===== src/rtl/nibble_serial_adder.sv =====
// Serial WIDTH-bit adder controller: feeds an external 4-bit ripple-carry slice one nibble
// per clock (LSB first), chains the carry through a flop and collects the sum.
module nibble_serial_adder #(
    parameter int unsigned WIDTH = 16
) (
    input  logic             clk,
    input  logic             rst_n,
    input  logic             start,
    input  logic [WIDTH-1:0] a,
    input  logic [WIDTH-1:0] b,
    input  logic             cin,
    output logic [3:0]       add_x,
    output logic [3:0]       add_y,
    output logic             add_cy_in,
    input  logic [3:0]       add_s,
    input  logic             add_cy_4,
    output logic             busy,
    output logic             done,
    output logic [WIDTH-1:0] sum,
    output logic             cout,
    output logic             ovf
);

    localparam int unsigned NIBBLES = WIDTH / 4;
    localparam int unsigned IdxW    = (NIBBLES > 1) ? $clog2(NIBBLES) : 1;
    localparam logic [IdxW-1:0] LastIdx = IdxW'(NIBBLES - 1);

    typedef enum logic [1:0] {StIdle, StRun, StDone} state_e;

    state_e            state_q, state_d;
    logic [WIDTH-1:0]  a_q, a_d;
    logic [WIDTH-1:0]  b_q, b_d;
    logic [WIDTH-1:0]  sum_q, sum_d;
    logic [IdxW-1:0]   idx_q, idx_d;
    logic              carry_q, carry_d;
    logic              cout_q, cout_d;
    logic              ovf_q, ovf_d;

    // Slice operands only while running; zero otherwise so the slice sees a quiet input.
    always_comb begin
        add_x     = 4'h0;
        add_y     = 4'h0;
        add_cy_in = 1'b0;
        if (state_q == StRun) begin
            add_cy_in = carry_q;
            for (int i = 0; i < int'(NIBBLES); i++) begin
                if (idx_q == IdxW'(i)) begin
                    add_x = a_q[4*i +: 4];
                    add_y = b_q[4*i +: 4];
                end
            end
        end
    end

    always_comb begin
        state_d = state_q;
        a_d     = a_q;
        b_d     = b_q;
        sum_d   = sum_q;
        idx_d   = idx_q;
        carry_d = carry_q;
        cout_d  = cout_q;
        ovf_d   = ovf_q;
        unique case (state_q)
            StIdle, StDone: begin
                if (start) begin
                    a_d     = a;
                    b_d     = b;
                    carry_d = cin;
                    idx_d   = '0;
                    state_d = StRun;
                end else begin
                    state_d = StIdle;
                end
            end
            StRun: begin
                for (int i = 0; i < int'(NIBBLES); i++) begin
                    if (idx_q == IdxW'(i)) begin
                        sum_d[4*i +: 4] = add_s;
                    end
                end
                carry_d = add_cy_4;
                idx_d   = idx_q + 1'b1;
                if (idx_q == LastIdx) begin
                    cout_d  = add_cy_4;
                    // add_s[3] is the final sum MSB being written this cycle.
                    ovf_d   = (a_q[WIDTH-1] == b_q[WIDTH-1]) && (add_s[3] != a_q[WIDTH-1]);
                    state_d = StDone;
                end
            end
            default: state_d = StIdle;
        endcase
    end

    always_ff @(posedge clk or negedge rst_n) begin
        if (!rst_n) begin
            state_q <= StIdle;
            a_q     <= '0;
            b_q     <= '0;
            sum_q   <= '0;
            idx_q   <= '0;
            carry_q <= 1'b0;
            cout_q  <= 1'b0;
            ovf_q   <= 1'b0;
        end else begin
            state_q <= state_d;
            a_q     <= a_d;
            b_q     <= b_d;
            sum_q   <= sum_d;
            idx_q   <= idx_d;
            carry_q <= carry_d;
            cout_q  <= cout_d;
            ovf_q   <= ovf_d;
        end
    end

    assign busy = (state_q == StRun);
    assign done = (state_q == StDone);
    assign sum  = sum_q;
    assign cout = cout_q;
    assign ovf  = ovf_q;

endmodule


===== config.mk =====
export PLATFORM = sky130hd
export DESIGN_NAME = nibble_serial_adder
export DESIGN_NICKNAME = d
export VERILOG_FILES = /design/src/rtl/nibble_serial_adder.sv
export SDC_FILE = /design/constraint.sdc
export NUM_CORES = 1
export LEC_CHECK = 0
export ABC_AREA = 0
export BUFFER_PORTS_ARGS = -buffer_cell sky130_fd_sc_hd__buf_2
export CAP_MARGIN = 25
export CORE_MARGIN = 4
export CORE_UTILIZATION = 30
export CTS_BUF_LIST = sky130_fd_sc_hd__clkbuf_8
export DETAILED_ROUTE_END_ITERATION = 12
export GPL_TIMING_DRIVEN = 0
export PLACE_DENSITY_LB_ADDON = 0.25
export SYNTH_ARGS = -nofsm -noshare
export SYNTH_HDL_FRONTEND = slang
export SYNTH_SLANG_ARGS = --single-unit

===== constraint.sdc =====
create_clock -name clk -period 2.05 [get_ports clk]
set_clock_uncertainty 0.15 [all_clocks]
set_input_delay 0.615 -clock clk [delete_from_list [all_inputs] [get_ports clk]]
set_output_delay 0.615 -clock clk [all_outputs]
set_load 0.01 [all_outputs]

== Yosys cells after proc, flatten, opt, wreduce, memory -nomap -nowiden ==
Cells that the tools add are included.

* Input port bits: 41
* Bits in registers: 55
* Logic and storage cells: 50
* Output and inout bits: 29

* Equal/unequal tests: 9
* Reductions and logical operators: 11
* Mux-type cells: 18
* $add $sub $neg: 1

{| class="wikitable"
|+ Operators with widths
! operator !! number
|-
| $mux 4 || 10
|-
| $reduce_and 2->1 || 6
|-
| $pmux 2 s2 || 2
|-
| $eq 2x2->1 const B || 3
|-
| $eq 2x1->1 const B || 2
|-
| $logic_not 2->1 || 2
|-
| $mux 2 || 2
|-
| $mux 1 || 3
|-
| $add 2x1->2 const B || 1
|-
| $ne 2x1->1 const B || 1
|-
| $ne 2x2->1 const B || 1
|-
| $pmux 1 s2 || 1
|-
| $reduce_bool 2->1 || 1
|-
| $reduce_or 2->1 || 1
|-
| $eq 1x1->1 || 1
|-
| $logic_and 1x1->1 || 1
|-
| $ne 1x1->1 || 1
|}

== Longest topological paths before layout ==
* Depth after elaboration: 6
* Mapped depth: 7
* Gate-level depth less buffers: 5

== Worst setup path after synthesis ==
No wires, ideal clock.

* Path type: register -> output
* From: register idx_q[1]
* To: output add_x[3]
* Slack: -0.185 ns
* Stages on the path, launching flop included: 7
* Required time: 1.285 ns
* Data arrival time: 1.470 ns
* Path buffers: 1
* Path through: dfrtp_1 -> inv_1 -> ha_1 -> nor2b_1 -> buf_2 -> a221oi_1 -> o32ai_1

* Longest elaborated chain between the ends: 6

{| class="wikitable"
|+ RTL lines
! item !! line !! RTL
|-
| from (decl) || 34 || <nowiki>logic [IdxW-1:0] idx_q, idx_d;</nowiki>
|-
| from (signal assigned) || 110 || <nowiki>idx_q <= idx_d;</nowiki>
|-
| $logic_not 2->1 || 47 || <nowiki>if (idx_q == IdxW'(i)) begin</nowiki>
|-
| $mux 4 (3 in series) || 47 ||
|-
| $mux 4 (*) || 47 ||
|-
| $mux 4 (*) || 44 || <nowiki>if (state_q == StRun) begin</nowiki>
|-
| to (decl) || 12 || <nowiki>output logic [3:0] add_x,</nowiki>
|}

Every way passes the cells marked *; elsewhere a longest branch is shown, timed or not.

== Final worst setup path ==
* From: register idx_q[0]
* To: output add_x[3]

The elaborated chain is that of the path after synthesis.

==> out/qor.csv <==
metric,value,unit
final period utilization,124,%
failing checks,negative setup slack,
port buffer count,69,
Max Cap Viol,0,
worst hold slack,0.0746,ns
Max IR drop VDD,0.513,mV
pwr/cell area,1650,nW/µm²
Starting Density,31.4,%
"Seq/Total Area, Yosys",55.9,%
post-synthesis instance total,250,
Synthesized Nets,295,
IO Count,70,
root buffer cell,clkbuf_8,
first-pass GRT wire length,10800,µm
RSZ-0062 raised after global routing,true,
share of the synthesized area in the top cell type,55.9,%
Slew Limit Headroom,67.6,%
vias in the first global route,2059,
DIE WIDTH,98.6,µm
# diodes,0,
total power,5.67,mW
CTS clock-pin slew for the worst setup and hold paths,0.10,ns
share of layout cells above drive strength 1,45.1,%
Slew @ Worst Pin,0.486,ns
mapped cell area,2460,µm²
core area,7850,µm²
initial antenna violation count,0,
worst skew pair latency,0.32,ns
Layout area overhead,39.2,%
CP Class,reg -> out,
worst hold path class,in -> async,
largest net degree at the start of global routing,41,
LEAKAGE,1.75,nW
die footprint,9720,µm²
CTS tree,built,
CTS Buffer Depth,2,
"most common cell after layout, fill and taps aside",nand2_1,
worst endpoint required time,1.28,ns
"Arr. time, crit path",1.77,ns
"Max FO, Critical Path",7,
nets@finish,388,
GRT Total Usage,14.2,%
Synthesis Warnings,0,
Die Height,98.6,µm
setup violators final,9,
GRT overflow,0,
largest cells by area after synthesis,"dfrtp_1 56%, nand2_1 16%, mux2_2 5.9%",
CTS Buf Count,5,
drt pass-1 iters,4,
via count,2040,
most used cells in the layout excluding fill and tap cells,"104 x nand2_1, 73 x buf_2, 54 x dfrtp_1",
"Min Clock Period, post-route",2.54,ns
Setup crit end kind,output pin,
H-tree depth,2,
Final Hold Fails,0,
routed len/inst,15.1,µm
setup TNS,-3.67,ns
DRC viols,0,
Achievable Freq,394,MHz
Yosys reg bits,55,
Row Count,32,
Via-to-Cell Ratio,4.57,
Max Slew Vio Count,0,
CTS Sinks,55,
synth unique cells,28,
status,finished with violations,
syn_area_per_cell,9.85,µm²
dpl hpwl,4730,µm
final setup margin,-0.489,ns
critical path cell sequence,inv_2 > ha_4 > nor2b_4 > buf_8 > a221oi_2 > o32ai_2 > buf_2,
routability cong.,0.797,
max incr delay on CP,0.46,ns
Worst path slowest cell,dfrtp_2,
Post-DRT Antenna Nets,0,
Yosys top cell by area,dfrtp_1,
WL final,6760,µm
CP Launch Type,flip-flop,
1st-iter DRT viols,86,
[logic make-up after synthesis]
logic type,synth area share (%)
buf+inv,4.62
simple gates,20.5
compound gates,8.59
fa+ha+maj,2.03
mux,8.38
flops,55.9
[critical path: cells and delay by family (launching register included)]
kind	cells	cell delay [ns]
buf+inv	3	0.41
flops	1	0.46
fa+ha+maj	1	0.14
compound gates	2	0.31
simple gates	1	0.14
[flip-flops by register name, summed over array words and instances (netlist names)]
signal   count
a_q         16
cout         1
sum         16
idx_q        2
b_q         16
carry_q      1
state_q      2
ovf          1
[report_power, final]
group          switching, mW  leakage [nW]  internal, mW  total (mW)
Clock                  0.383        0.0491         0.252       0.636
Combinational           1.55          1.03          1.52        3.08
Sequential             0.337         0.667          1.62        1.95
[what timing repair did]
action,CTS,global route
pin swaps,9,9
endpoints found under the setup margin,10,10
setup buffers,12,5
gates resized for setup,25,12
hold buffers,0,0
gates cloned,2,0
endpoints found under the hold margin,0,0
[metal layers]
layer	vias to the layer above	global-route usage (%)	wire, µm
li1	1013	-	-
met1	975	18.1	2970
met2	43	23.3	3370
met3	9	3.40	291
met4	0	5.36	126
met5	-	0	0
[area by class of cell]
class                   count  area, µm²
plain buffers              14        130
clock buffers               5       68.8
clock inverters             3       26.3
fillers                   814       4420
inverters                   5       38.8
multi-input cells         174       1130
flip-flops and latches     55       1380
well taps                 102        128
repair buffers             87        526
repair inverters            1       6.26
[final timing paths]
kind                               start  endpoint  slack (ns)  cells after the start
worst max register to register  idx_q[1]   sum[13]        0.16                      5
worst min-delay path               rst_n    a_q[6]        0.07                      1
min in group clk                    b[4]    b_q[4]        0.34                      3
max in group asynchronous          rst_n    b_q[0]        1.13                      2
worst max-delay path            idx_q[0]  add_x[3]       -0.49                      7
worst min register to register    b_q[8]    b_q[8]        0.34                      2
[cells in the mapped netlist]
master and n:
nand2_4 1, buf_6 1, and3b_1 1, inv_4 1, mux2_2 13, a21oi_1 1
buf_1 1, nand3b_1 1, o31ai_2 1, buf_8 1, buf_4 1, nand3_1 7
o31ai_1 6, clkbuf_1 4, o32ai_1 2, a221oi_1 8, ha_1 4, nor2_1 2
o21ai_0 11, buf_2 8, a31oi_1 1, nand2_1 104, mux2_4 4, and2_1 1
nor2b_1 4, dfrtp_1 55, inv_1 4, nand2b_1 2
[through the flow]
step | std cells | utilization, % | setup slack (ns) | instance area (µm²)
2_1_floorplan | 250 | - | -0.00607 | 2590
3_3_place_gp | 421 | 39.0 | -0.458 | 3060
3_5_place_dp | 422 | 39.3 | -0.491 | 3080
4_1_cts | 443 | 43.2 | -0.520 | 3390
5_1_grt | 446 | 43.7 | -0.600 | 3430
6_report | 446 | 43.7 | -0.489 | 3430
(Power assumes the default switching activity.)
